$ cat config.mk
export PLATFORM = sky130hd
export DESIGN_NAME = bcd_countdown_timer
export DESIGN_NICKNAME = d
export VERILOG_FILES = /design/src/rtl/timer_pkg.sv /design/src/rtl/bcd_digit_down.sv /design/src/rtl/bcd_countdown_timer.sv
export SDC_FILE = /design/constraint.sdc
export NUM_CORES = 1
export LEC_CHECK = 0
export CAP_MARGIN = 40
export CORE_MARGIN = 2
export CORE_UTILIZATION = 48
export CTS_BUF_LIST = sky130_fd_sc_hd__clkbuf_16
export DETAILED_ROUTE_END_ITERATION = 10
export PLACE_DENSITY = 0.82
export SETUP_SLACK_MARGIN = 0.02
export SLEW_MARGIN = 20
export SYNTH_ARGS = -nofsm -noshare
export SYNTH_HDL_FRONTEND = slang
export SYNTH_SLANG_ARGS = --single-unit
$ cat constraint.sdc
create_clock -name clk -period 4.4 [get_ports clk]
set_input_delay 0.44 -clock clk [delete_from_list [all_inputs] [get_ports clk]]
set_output_delay 0.44 -clock clk [all_outputs]
set_load 0.02 [all_outputs]
$ cat src/rtl/timer_pkg.sv
// Shared types, constants and helpers for the BCD countdown timer.
package timer_pkg;

  typedef enum logic [1:0] {
    IDLE    = 2'd0,
    RUN     = 2'd1,
    PAUSE   = 2'd2,
    EXPIRED = 2'd3
  } tmr_state_t;

  typedef logic [3:0] bcd_digit_t;

  localparam int unsigned BCD_W    = 4;
  localparam bcd_digit_t  BCD_MAX  = 4'd9;
  localparam bcd_digit_t  BCD_ZERO = 4'd0;

  // Clamp a non-decimal nibble to 9 so the counter never holds an invalid digit.
  function automatic bcd_digit_t bcd_sat(input bcd_digit_t d);
    return (d > BCD_MAX) ? BCD_MAX : d;
  endfunction

endpackage

$ cat src/rtl/bcd_digit_down.sv
// One BCD digit of a down-counter: load, decrement with 0->9 wrap, borrow out.
module bcd_digit_down
  import timer_pkg::*;
(
  input  logic       clk,
  input  logic       reset,
  input  logic       i_load,
  input  bcd_digit_t i_load_d,
  input  logic       i_dec_en,
  output bcd_digit_t o_d,
  output logic       o_borrow
);

  bcd_digit_t r_d;

  always_ff @(posedge clk) begin
    if (reset) begin
      r_d <= BCD_ZERO;
    end else if (i_load) begin
      r_d <= i_load_d;
    end else if (i_dec_en) begin
      r_d <= (r_d == BCD_ZERO) ? BCD_MAX : bcd_digit_t'(r_d - 4'd1);
    end
  end

  assign o_d      = r_d;
  assign o_borrow = i_dec_en && (r_d == BCD_ZERO);

endmodule

$ cat src/rtl/bcd_countdown_timer.sv
// Multi-digit BCD countdown timer with load/start/pause and a terminal-count pulse.
// Build option AUTO_RELOAD_EN: expiry reloads the last loaded value and keeps running.
module bcd_countdown_timer
  import timer_pkg::*;
#(
  parameter int unsigned DIGITS = 2
) (
  input  logic                clk,
  input  logic                reset,
  input  logic                load,
  input  logic [4*DIGITS-1:0] load_val,
  input  logic                start,
  input  logic                pause,
  input  logic                tick,
  output logic [4*DIGITS-1:0] q,
  output logic                running,
  output logic                done,
  output logic                expired
);

  localparam int unsigned W = BCD_W * DIGITS;

  tmr_state_t   r_state;
  tmr_state_t   w_state_nxt;
  logic         r_running;
  logic         r_expired;
  logic         r_done;

  logic         w_ld;
  logic         w_ld_reload;
  logic         w_ld_any;
  logic         w_dec;
  logic         w_done_nxt;
  logic         w_upper_zero;
  logic         w_zero;
  logic         w_last;
  logic         w_reload_zero;
  logic [W-1:0] w_load_san;
  logic [W-1:0] w_ld_data;
  logic [DIGITS:0] w_borrow;
  logic         w_unused_top_borrow;
  bcd_digit_t   w_digit [DIGITS];

  // Digit chain: each digit's borrow drives the next digit's decrement.
  assign w_borrow[0] = w_dec;
  assign w_ld_any    = w_ld | w_ld_reload;

  for (genvar g = 0; g < DIGITS; g++) begin : g_digit
    assign w_load_san[BCD_W*g +: BCD_W] = bcd_sat(load_val[BCD_W*g +: BCD_W]);

    bcd_digit_down u_digit (
      .clk      (clk),
      .reset    (reset),
      .i_load   (w_ld_any),
      .i_load_d (w_ld_data[BCD_W*g +: BCD_W]),
      .i_dec_en (w_borrow[g]),
      .o_d      (w_digit[g]),
      .o_borrow (w_borrow[g+1])
    );

    assign q[BCD_W*g +: BCD_W] = w_digit[g];
  end

  // Decrements are never issued at zero, so the top borrow cannot fire.
  assign w_unused_top_borrow = w_borrow[DIGITS];

  always_comb begin
    w_upper_zero = 1'b1;
    for (int unsigned i = 1; i < DIGITS; i++) begin
      if (w_digit[i] != BCD_ZERO) w_upper_zero = 1'b0;
    end
  end

  assign w_zero = w_upper_zero && (w_digit[0] == BCD_ZERO);
  assign w_last = w_upper_zero && (w_digit[0] <= 4'd1);

`ifdef AUTO_RELOAD_EN
  logic [W-1:0] r_reload;

  always_ff @(posedge clk) begin
    if (reset) begin
      r_reload <= '0;
    end else if (w_ld) begin
      r_reload <= w_load_san;
    end
  end

  assign w_reload_zero = (r_reload == '0);
  assign w_ld_data     = w_ld_reload ? r_reload : w_load_san;
`else
  assign w_reload_zero = 1'b1;
  assign w_ld_data     = w_load_san;
`endif

  // State and decoded status flags are registered together.
  always_ff @(posedge clk) begin
    if (reset) begin
      r_state   <= IDLE;
      r_running <= 1'b0;
      r_expired <= 1'b0;
      r_done    <= 1'b0;
    end else begin
      r_state   <= w_state_nxt;
      r_running <= (w_state_nxt == RUN);
      r_expired <= (w_state_nxt == EXPIRED);
      r_done    <= w_done_nxt;
    end
  end

  // Priority inside every state: load > pause > start > tick.
  always_comb begin
    w_state_nxt = r_state;
    w_ld        = 1'b0;
    w_ld_reload = 1'b0;
    w_dec       = 1'b0;
    w_done_nxt  = 1'b0;

    unique case (r_state)
      IDLE, EXPIRED: begin
        if (load) begin
          w_ld        = 1'b1;
          w_state_nxt = IDLE;
        end else if (pause) begin
          w_state_nxt = r_state;
        end else if (start) begin
          if (w_zero) begin
            w_state_nxt = EXPIRED;
            w_done_nxt  = 1'b1;
          end else begin
            w_state_nxt = RUN;
          end
        end
      end

      RUN: begin
        if (load) begin
          w_ld = 1'b1;
        end else if (pause) begin
          w_state_nxt = PAUSE;
        end else if (tick) begin
          if (w_last) begin
            w_done_nxt = 1'b1;
            if (!w_reload_zero) begin
              w_ld_reload = 1'b1;
            end else begin
              w_dec       = !w_zero;
              w_state_nxt = EXPIRED;
            end
          end else begin
            w_dec = 1'b1;
          end
        end
      end

      PAUSE: begin
        if (load) begin
          w_ld = 1'b1;
        end else if (pause) begin
          w_state_nxt = PAUSE;
        end else if (start) begin
          w_state_nxt = RUN;
        end
      end

      default: w_state_nxt = IDLE;
    endcase
  end

  assign running = r_running;
  assign expired = r_expired;
  assign done    = r_done;

endmodule
==> metrics.yaml <==
outcome: "finished, final reports clean"
synth-seq-area-share_pct: 32.5
cts_root_buf: "clkbuf_16"
nNetsFinal: 136
initial_core_util_pct: 51.9
viasPerCell: 6.30
timing.final.ws_setup_ns: 2.23
num_rows: 14
first_iter_violations: 34
cp-start-kind: "primary input"
maxCapViolations: 0
power.density_nw_per_um2: 326
cts_inserted_buffers: 3
syn_to_final_growth_pct: 38.3
firstDrtPassIters: 4
fmax_mhz: 461
tritoncts: "yes"
synth_edf_count: 0
ys_seq_elements: 13
clk_path_buf_depth: 2
rsz0062_at_grt: "no"
core_region_area_sq_um: 1540
grt_overflow: 0
wirelength_um: 2100
clk_latency_ns: 0.24
setup_viol: 0
drc: 0
syn_area_sq_um: 801
worst-setup-path-type: "primary input to flop"
die_w_um: 44.8
grt_usage_pct: 23.0
io_pins: 25
synthDistinctLibCells: 40
cts.sinks: 13
post_cts_buffers: 0
synthFlopType: "dfxtp_1"
cts.clk_slew.worst_paths_ns: 0.05
arrival_ns: 2.31
period_needed_ns: 2.17
antenna_cells: 0
gp_congestion: 0.843
finClkSkew_ns: 0.00280
syn_nets: 111
htreeDepth: 1
synth.area.top_cells: "dfxtp_1 (33%), nor3_1 (4.4%), o21ai_0 (4.4%)"
leakagePower_nw: 0.405
drtAntennaViolNets: 0
postSynth.asyncResetShare_pct: 0
portBuffers: 24
relSlewSlack_pct: 60.8
path_max_fanout: 10
synth_top_area_share_pct: 32.5
hold_violations: 0
syn_avg_cell_area_sq_um: 8.43
first_global_vias: 786
wl_per_cell_um: 15.5
grt_max_degree: 18
final.setup.tns_ns: 0
place_hpwl_um: 1430
ctsResizeCount: 0
vdd_ir_drop_max_uv: 222
tightest_slew_ns: 0.586
dieArea_sq_um: 2010
end_kind: "flop"
ys_warn_count: 0
antenna_found_initial: 0
worstHoldPathType: "flop to flop"
dp_slack_ns: 2.03
timing.hold.ws_ns: 0.558
grt_pass1_wl_um: 3380
vias: 850
drive_gt1_share_pct: 8.40
min_period_over_period_pct: 49.3
cts_hold_buf: 0
synth_top_area_cell: "dfxtp_1"
die_y_um: 44.8
syn_inst: 95
slew_violations: 0
required_ns: 4.54
## routing by layer
layer  up-vias  part of all wire [%]  track usage (%)
met5         -                     0                0
li1        406                     -                -
met3        13                   9.2             4.80
met1       377                    39             26.2
met2        54                    48             39.7
met4         0                   3.7             12.9
## cell families (layout without fill, tap and decap cells)
| kind of cell | count (synthesis) | after routing | synth area share [%] |
|---|---|---|---|
| adder cells (fa/ha/maj) | 2 | 2 | 3.12 |
| AND/OR/NAND/NOR | 36 | 36 | 27.7 |
| flip-flops | 13 | 13 | 32.5 |
| buffers and inverters | 11 | 35 | 7.34 |
| multiplexers | 2 | 2 | 2.50 |
| AO/OA/AOI/OAI | 31 | 31 | 26.9 |
## cell usage in the layout (no fill, tap or decap), drive strengths merged, types with 3 or more instances in the layout
cell type and instances:
dfxtp 13, clkdlybuf4s50 24, nand2 4, a21oi 6, clkbuf 3, inv 8
nor2b 3, o21ai 7, nor2 7, nor3 7
## synthesized netlist by cell type (3+ instances only)
cell type / count
dfxtp_1: 13
inv_1: 7
nor2_1: 7
nor3_1: 7
o21ai_0: 7
a21oi_1: 6
nand2_1: 4
nor2b_1: 3
## worst paths after layout
kind                                                  end  slack (ns)  cells after the start                 startpoint
worst min register to register  g_digit[1].u_digit.o_d[3]        0.56                      2  g_digit[1].u_digit.o_d[3]
worst max register to register  g_digit[0].u_digit.o_d[2]        2.32                      4                 r_state[0]
worst min-delay path            g_digit[1].u_digit.o_d[3]        0.56                      2  g_digit[1].u_digit.o_d[3]
worst max-delay path            g_digit[0].u_digit.o_d[2]        2.23                      4                      pause
## layout make-up
class                      count  area [sq um]
multi-input combinational     71           482
inverter                       7          26.3
tap                           16          20.0
fill                         113           434
clock inverter                 1          3.75
timing repair buffer          24           240
sequential                    13           260
clock buffer                   3          75.1
## flip-flops by register name, summed over array words and instances (netlist names)
register,cells
g_digit.u_digit.o_d,8
r_state,2
running,1
expired,1
done,1
## critical path, stage by stage
cell,delay [ns]
clkdlybuf4s50_1,0.49
nand4bb_1,0.46
or4b_1,0.62
a311oi_1,0.30
## stage by stage
stage	cells	total power, mW	cell area, sq um	util (%)
after floorplan	95	0.164	801	-
after global placement	131	0.190	1030	66.7
after detailed placement	131	0.191	1030	66.7
after CTS	135	0.361	1110	71.8
after global routing	135	0.372	1110	71.8
final	135	0.362	1110	71.8
## where the power goes
group / internal [mW] / switching [mW]
combinational: 0.0317 / 0.0296
clock: 0.120 / 0.0507
sequential: 0.123 / 0.00661
Power figures use the tool's default switching activity.
